File: config.mk
export PLATFORM = sky130hd
export DESIGN_NAME = shiftrows_mixcols_seq
export DESIGN_NICKNAME = d
export VERILOG_FILES = /design/src/rtl/shiftrows_mixcols_seq.sv
export SDC_FILE = /design/constraint.sdc
export NUM_CORES = 1
export LEC_CHECK = 0
export ABC_AREA = 1
export CORE_ASPECT_RATIO = 1.1
export CORE_MARGIN = 2
export CORE_UTILIZATION = 35
export CTS_BUF_LIST = sky130_fd_sc_hd__clkbuf_8
export CTS_CLUSTER_DIAMETER = 150
export DETAILED_ROUTE_END_ITERATION = 8
export PLACE_DENSITY = 0.6
export SYNTH_ARGS = -nofsm -noshare
export SYNTH_HDL_FRONTEND = slang
export SYNTH_SLANG_ARGS = --single-unit
File: constraint.sdc
create_clock -name clk -period 10.6 [get_ports clk]
set_input_delay 1.59 -clock clk [delete_from_list [all_inputs] [get_ports clk]]
set_output_delay 1.59 -clock clk [all_outputs]
set_load 0.01 [all_outputs]
File: src/rtl/shiftrows_mixcols_seq.sv
// Purpose : AES round stage after SubBytes: (Inv)ShiftRows then column-serial (Inv)MixColumns.
// Latency : out_valid rises 4 edges after accept (1 with SHIFTMIX_PARALLEL_EN), 0 edges for last_round.
// Backpressure: in_ready low outside IDLE; result held stable in DONE until out_ready.
//
// Ports:
//   clk, rst           rising-edge clock, asynchronous active-high reset
//   mode               0 = forward (ShiftRows + MixColumns), 1 = inverse (InvShiftRows + InvMixColumns)
//   last_round         1 = shift only, mix step skipped
//   in_valid/in_ready  input handshake for state/mode/last_round
//   state              128-bit input; byte i = state[127-8i -: 8], row = i%4, col = i/4
//   out_valid/out_ready output handshake for state_out
//   state_out          128-bit result, same byte mapping as state
//   busy               high whenever the FSM is not IDLE
//
// Build option: define SHIFTMIX_PARALLEL_EN to mix all four columns in a single MIX cycle.
// Parameter CLEAR_ON_POP: 1 clears state_out on the consuming handshake, 0 holds it.

module shiftrows_mixcols_seq #(
    parameter bit CLEAR_ON_POP = 1'b1
) (
    input  logic         clk,
    input  logic         rst,
    input  logic         mode,
    input  logic         last_round,
    input  logic         in_valid,
    output logic         in_ready,
    input  logic [127:0] state,
    output logic         out_valid,
    input  logic         out_ready,
    output logic [127:0] state_out,
    output logic         busy
);

    // One-hot encoding so each handshake output is a single flop bit.
    typedef enum logic [2:0] {
        IDLE = 3'b001,
        MIX  = 3'b010,
        DONE = 3'b100
    } fsm_t;

    fsm_t         fsm_q, fsm_d;
    logic         mode_q, mode_d;
    logic [1:0]   col_q, col_d;
    logic [127:0] work_q, work_d;
    logic [127:0] out_q, out_d;

    // ------------------------------------------------------------------
    // GF(2^8) helpers (polynomial 0x11b)
    // ------------------------------------------------------------------
    function automatic logic [7:0] xtime(input logic [7:0] b);
        return {b[6:0], 1'b0} ^ (b[7] ? 8'h1b : 8'h00);
    endfunction

    // Forward: out[r][c] = in[r][(c+r)%4]; inverse: out[r][c] = in[r][(c-r)%4].
    function automatic logic [127:0] shift_rows(input logic [127:0] s, input logic inv);
        logic [127:0] res;
        logic [1:0]   src;
        res = '0;
        for (int c = 0; c < 4; c++) begin
            for (int r = 0; r < 4; r++) begin
                src = inv ? 2'(c - r) : 2'(c + r);
                res[127-8*(4*c+r) -: 8] = s[127-8*(4*int'(src)+r) -: 8];
            end
        end
        return res;
    endfunction

    // One column, row 0 in the MSB byte. Matrix rows are rotations of the
    // first row, so the coefficient depends only on (j - r) mod 4.
    // Inverse coefficients are built from the x2/x4/x8 xtime chain.
    function automatic logic [31:0] mix_column(input logic [31:0] col, input logic inv);
        logic [7:0]  a  [4];
        logic [7:0]  x2 [4];
        logic [7:0]  x4 [4];
        logic [7:0]  x8 [4];
        logic [7:0]  term;
        logic [1:0]  k;
        logic [31:0] res;
        res = '0;
        for (int j = 0; j < 4; j++) begin
            a[j]  = col[31-8*j -: 8];
            x2[j] = xtime(a[j]);
            x4[j] = xtime(x2[j]);
            x8[j] = xtime(x4[j]);
        end
        for (int r = 0; r < 4; r++) begin
            for (int j = 0; j < 4; j++) begin
                k = 2'(j - r);
                if (!inv) begin
                    case (k)
                        2'd0:    term = x2[j];              // 02
                        2'd1:    term = x2[j] ^ a[j];       // 03
                        default: term = a[j];               // 01
                    endcase
                end else begin
                    case (k)
                        2'd0:    term = x8[j] ^ x4[j] ^ x2[j];  // 0e
                        2'd1:    term = x8[j] ^ x2[j] ^ a[j];   // 0b
                        2'd2:    term = x8[j] ^ x4[j] ^ a[j];   // 0d
                        default: term = x8[j] ^ a[j];           // 09
                    endcase
                end
                res[31-8*r -: 8] = res[31-8*r -: 8] ^ term;
            end
        end
        return res;
    endfunction

`ifndef SHIFTMIX_PARALLEL_EN
    // Single shared mixer: select the column addressed by col_q.
    logic [31:0] col_sel;
    logic [31:0] col_mix;

    always_comb begin
        col_sel = '0;
        for (int c = 0; c < 4; c++) begin
            if (col_q == 2'(c)) begin
                col_sel = work_q[127-32*c -: 32];
            end
        end
    end

    assign col_mix = mix_column(col_sel, mode_q);
`endif

    // ------------------------------------------------------------------
    // State register
    // ------------------------------------------------------------------
    always_ff @(posedge clk or posedge rst) begin
        if (rst) begin
            fsm_q  <= IDLE;
            mode_q <= 1'b0;
            col_q  <= 2'd0;
            work_q <= '0;
            out_q  <= '0;
        end else begin
            fsm_q  <= fsm_d;
            mode_q <= mode_d;
            col_q  <= col_d;
            work_q <= work_d;
            out_q  <= out_d;
        end
    end

    // ------------------------------------------------------------------
    // Next-state logic
    // ------------------------------------------------------------------
    always_comb begin
        fsm_d  = fsm_q;
        mode_d = mode_q;
        col_d  = col_q;
        work_d = work_q;
        case (fsm_q)
            IDLE: begin
                if (in_valid) begin
                    mode_d = mode;
                    col_d  = 2'd0;
                    work_d = shift_rows(state, mode);
                    fsm_d  = last_round ? DONE : MIX;
                end
            end
            MIX: begin
`ifdef SHIFTMIX_PARALLEL_EN
                for (int c = 0; c < 4; c++) begin
                    work_d[127-32*c -: 32] = mix_column(work_q[127-32*c -: 32], mode_q);
                end
                fsm_d = DONE;
`else
                for (int c = 0; c < 4; c++) begin
                    if (col_q == 2'(c)) begin
                        work_d[127-32*c -: 32] = col_mix;
                    end
                end
                // Counter wraps 3 -> 0, leaving it at 0 for the next block.
                col_d = col_q + 2'd1;
                if (col_q == 2'd3) begin
                    fsm_d = DONE;
                end
`endif
            end
            DONE: begin
                if (out_ready) begin
                    fsm_d = IDLE;
                end
            end
            default: fsm_d = IDLE;
        endcase
    end

    // ------------------------------------------------------------------
    // Outputs: handshake flags are flop bits of the one-hot state; the
    // result register loads on entry to DONE and optionally clears on pop.
    // ------------------------------------------------------------------
    always_comb begin
        in_ready  = fsm_q[0];
        busy      = ~fsm_q[0];
        out_valid = fsm_q[2];
        out_d     = out_q;
        if ((fsm_d == DONE) && (fsm_q != DONE)) begin
            out_d = work_d;
        end else if ((fsm_q == DONE) && out_ready && CLEAR_ON_POP) begin
            out_d = '0;
        end
    end

    assign state_out = out_q;

endmodule

==> summary.txt <==
Outcome
  • Status: complete, no violations

Layout
  • Final #Nets: 3,278
  • Layout area overhead: 20.8%
  • Share of cells above drive strength 1: 0.0835
  • Ant diodes: 0

Logic synthesis
  • Ys async rst share: 1.00
  • Post-synth EDFFs: 0
  • #FFs+latches synth: 262
  • YS warnings: 0
  • Syn avg cell area: 6.45 sq um
  • Synth Cell Area: 0.0190 sq mm
  • Synth Net Count: 3,084
  • Synth unique cells: 59
  • Mapped Cells: 2,946
  • Post-synth top flop: dfrtp_1
  • Sequential area share after synthesis: 0.345

CTS
  • CTS root buf: clkbuf_8
  • Clock tree from TritonCTS: yes
  • CTS buffer count: 44
  • Clock Latency Late Sink: 0.61 ns
  • Postcts setup bufs: 0
  • # hold bufs at CTS: 0
  • CTS Buffer Depth: 3
  • Worst-path clk slew: 0.06 ns
  • CTS Sinks: 262
  • # H-tree levels: 2
  • Post-cts sizing count: 0

Timing
  • Final setup vio count: 0
  • Clock skew: 0.0421 ns
  • Worst hold margin: 0.477 ns
  • Peak Freq: 0.201 GHz
  • Normalized max-slew margin: 0.127
  • Final slew viol count: 0
  • Setup_tns: 0 ns
  • Minimum clock period: 4.96 ns
  • Unrepaired setup endpoints after global routing: no
  • Hold Vio Cnt, Final: 0
  • Period utilization: 0.468
  • Worst slew pin tran: 1.30 ns

Detailed routing
  • DRT Pass-1 Iters: 7
  • Via/cell ratio: 5.22
  • Initial DRC Count: 2,133
  • Via count: 20,400
  • Antenna viol nets, final: 0
  • DR WL/cell: 21.4 um
  • Residual DRC: 0
  • Total wire length: 83,600 um

Global routing
  • First-pass GRT wire length: 122,000 um
  • Vias in the first global route: 19,100
  • Largest net degree at the start of global routing: 97
  • Total track usage: 0.294
  • Initial antenna violation count: 1
  • GRT overflow: 0

Worst setup path
  • WP data arrival: 5.43 ns
  • Endpoint class of the critical path: flip-flop
  • Worst Setup Start Kind: flip-flop
  • Crit path max fanout: 54
  • Worst EP required: 11.06 ns
  • Critical path class: reg -> reg

Die
  • Die height: 248 um
  • Die width: 226 um
  • Initial Utilization: 0.354
  • Row Count: 89
  • Die area: 0.0562 sq mm
  • Core Region: 0.0537 sq mm
  • # IOs: 265

Placed design
  • Post-DP HPWL: 63,900 um
  • GP Congestion: 1.04
  • IO buf count: 264

Flow run
  • # Max-Cap Violations: 0

Hold path
  • Hold Crit Class: reg -> reg
## cell usage after synthesis, types with 17 or more instances
cell / number / share of area
o21ai_1: 23 / 0.0061
xnor2_1: 20 / 0.0092
buf_6: 18 / 0.011
a21oi_1: 103 / 0.027
inv_2: 17 / 0.0034
a21oi_2: 21 / 0.0097
nand2_2: 47 / 0.015
nor2_1: 149 / 0.029
clkbuf_1: 55 / 0.011
o21ai_0: 69 / 0.018
dfrtp_1: 261 / 0.34
nand3_2: 42 / 0.022
nand3_1: 289 / 0.076
xor2_1: 71 / 0.033
inv_1: 168 / 0.033
buf_2: 30 / 0.0079
nand2_1: 1424 / 0.28
## cells by family (layout without fill, tap and decap cells)
kind of cell | after synthesis | in the layout | share of synthesized area
muxes | 1 | 1 | 0.000527
adders and majority gates | 4 | 4 | 0.00263
DFF | 262 | 262 | 0.345
xor gates and xnor gates | 96 | 96 | 0.0468
AOI/OAI and AO/OA | 257 | 257 | 0.0812
and+or+nand+nor | 2004 | 2004 | 0.445
buffers and inverters | 322 | 550 | 0.0793
## layout make-up
cell class	instances	area [sq um]
Clock buffer	56	771
Inverter	189	727
Clock inverter	24	221
Tap cell	728	911
Timing Repair Buffer	281	2770
Fill cell	5737	30700
Multi-Input combinational cell	2362	11000
Sequential cell	262	6560
## per-layer routing
metal / track usage / part of all wire
met3: 0.0377 / 0.075
met2: 0.463 / 0.45
met5: 0 / 0.00016
met4: 0.198 / 0.076
met1: 0.379 / 0.40
## layout by cell type (no fill, tap or decap), drive strengths merged, types with 4 or more instances in the layout
cell type      count
o21ai             95
a211oi             6
or2               16
a21oi            126
clkdlybuf4s50    263
dfrtp            261
xnor2             22
clkinv             6
bufinv             4
nand4              7
xor2              74
nor2             157
buf               18
a21boi             8
inv              201
nand2           1477
a221oi            10
ha                 4
nand3b            11
nand3            331
o211ai             6
clkbuf            56
o21a               4
## worst max-delay path, cell delays in order, from the launching register on
cell	delay (ns)
dfrtp_1	0.42
inv_1	0.17
ha_2	0.44
buf_4	0.56
nand2_2	0.39
o21ai_1	0.40
nand2_1	0.12
nand2_2	0.22
inv_2	0.15
nand2_1	0.08
nand2_1	0.08
inv_2	0.08
nor2_2	0.05
xnor2_1	0.23
xor2_1	0.84
nand2_1	0.10
nand2_1	0.10
nand3_1	0.18
nand2_1	0.13
nand2_1	0.06
## path summary, 6_finish.rpt
kind / startpoint / to / slack [ns] / cells after the start
max: col_q[0]$_DFFE_PP0P_ / state_out[127]$_DFFE_PP0P_ / 5.64 / 19
min: state_out[62]$_DFFE_PP0P_ / state_out[62]$_DFFE_PP0P_ / 0.48 / 2
max reg2reg: col_q[0]$_DFFE_PP0P_ / state_out[127]$_DFFE_PP0P_ / 5.64 / 19
min reg2reg: state_out[62]$_DFFE_PP0P_ / state_out[62]$_DFFE_PP0P_ / 0.48 / 2
max in group asynchronous: rst / mode_q$_DFFE_PP0P_ / 7.63 / 3
min in group asynchronous: rst / state_out[126]$_DFFE_PP0P_ / 1.47 / 2
## registers in the layout (all words and copies together), names as in the netlist
| signal | cells |
|---|---|
| col_q | 2 |
| mode_q | 1 |
| fsm_q | 3 |
| work_q | 128 |
| state_out | 128 |
## through the flow
step                      setup WS, ns  cells   util  cell area (sq um)
after floorplan                   1.80   2946      -              19000
after global placement            5.68   3822  0.409              22000
after detailed placement          5.63   3822  0.409              22000
after CTS                         5.80   3902  0.428              22900
after global routing              5.50   3902  0.428              22900
final                             5.64   3902  0.428              22900
Power is not shown: default switching activity piles up to over one toggle a cycle in this logic, so the estimate is an artifact.
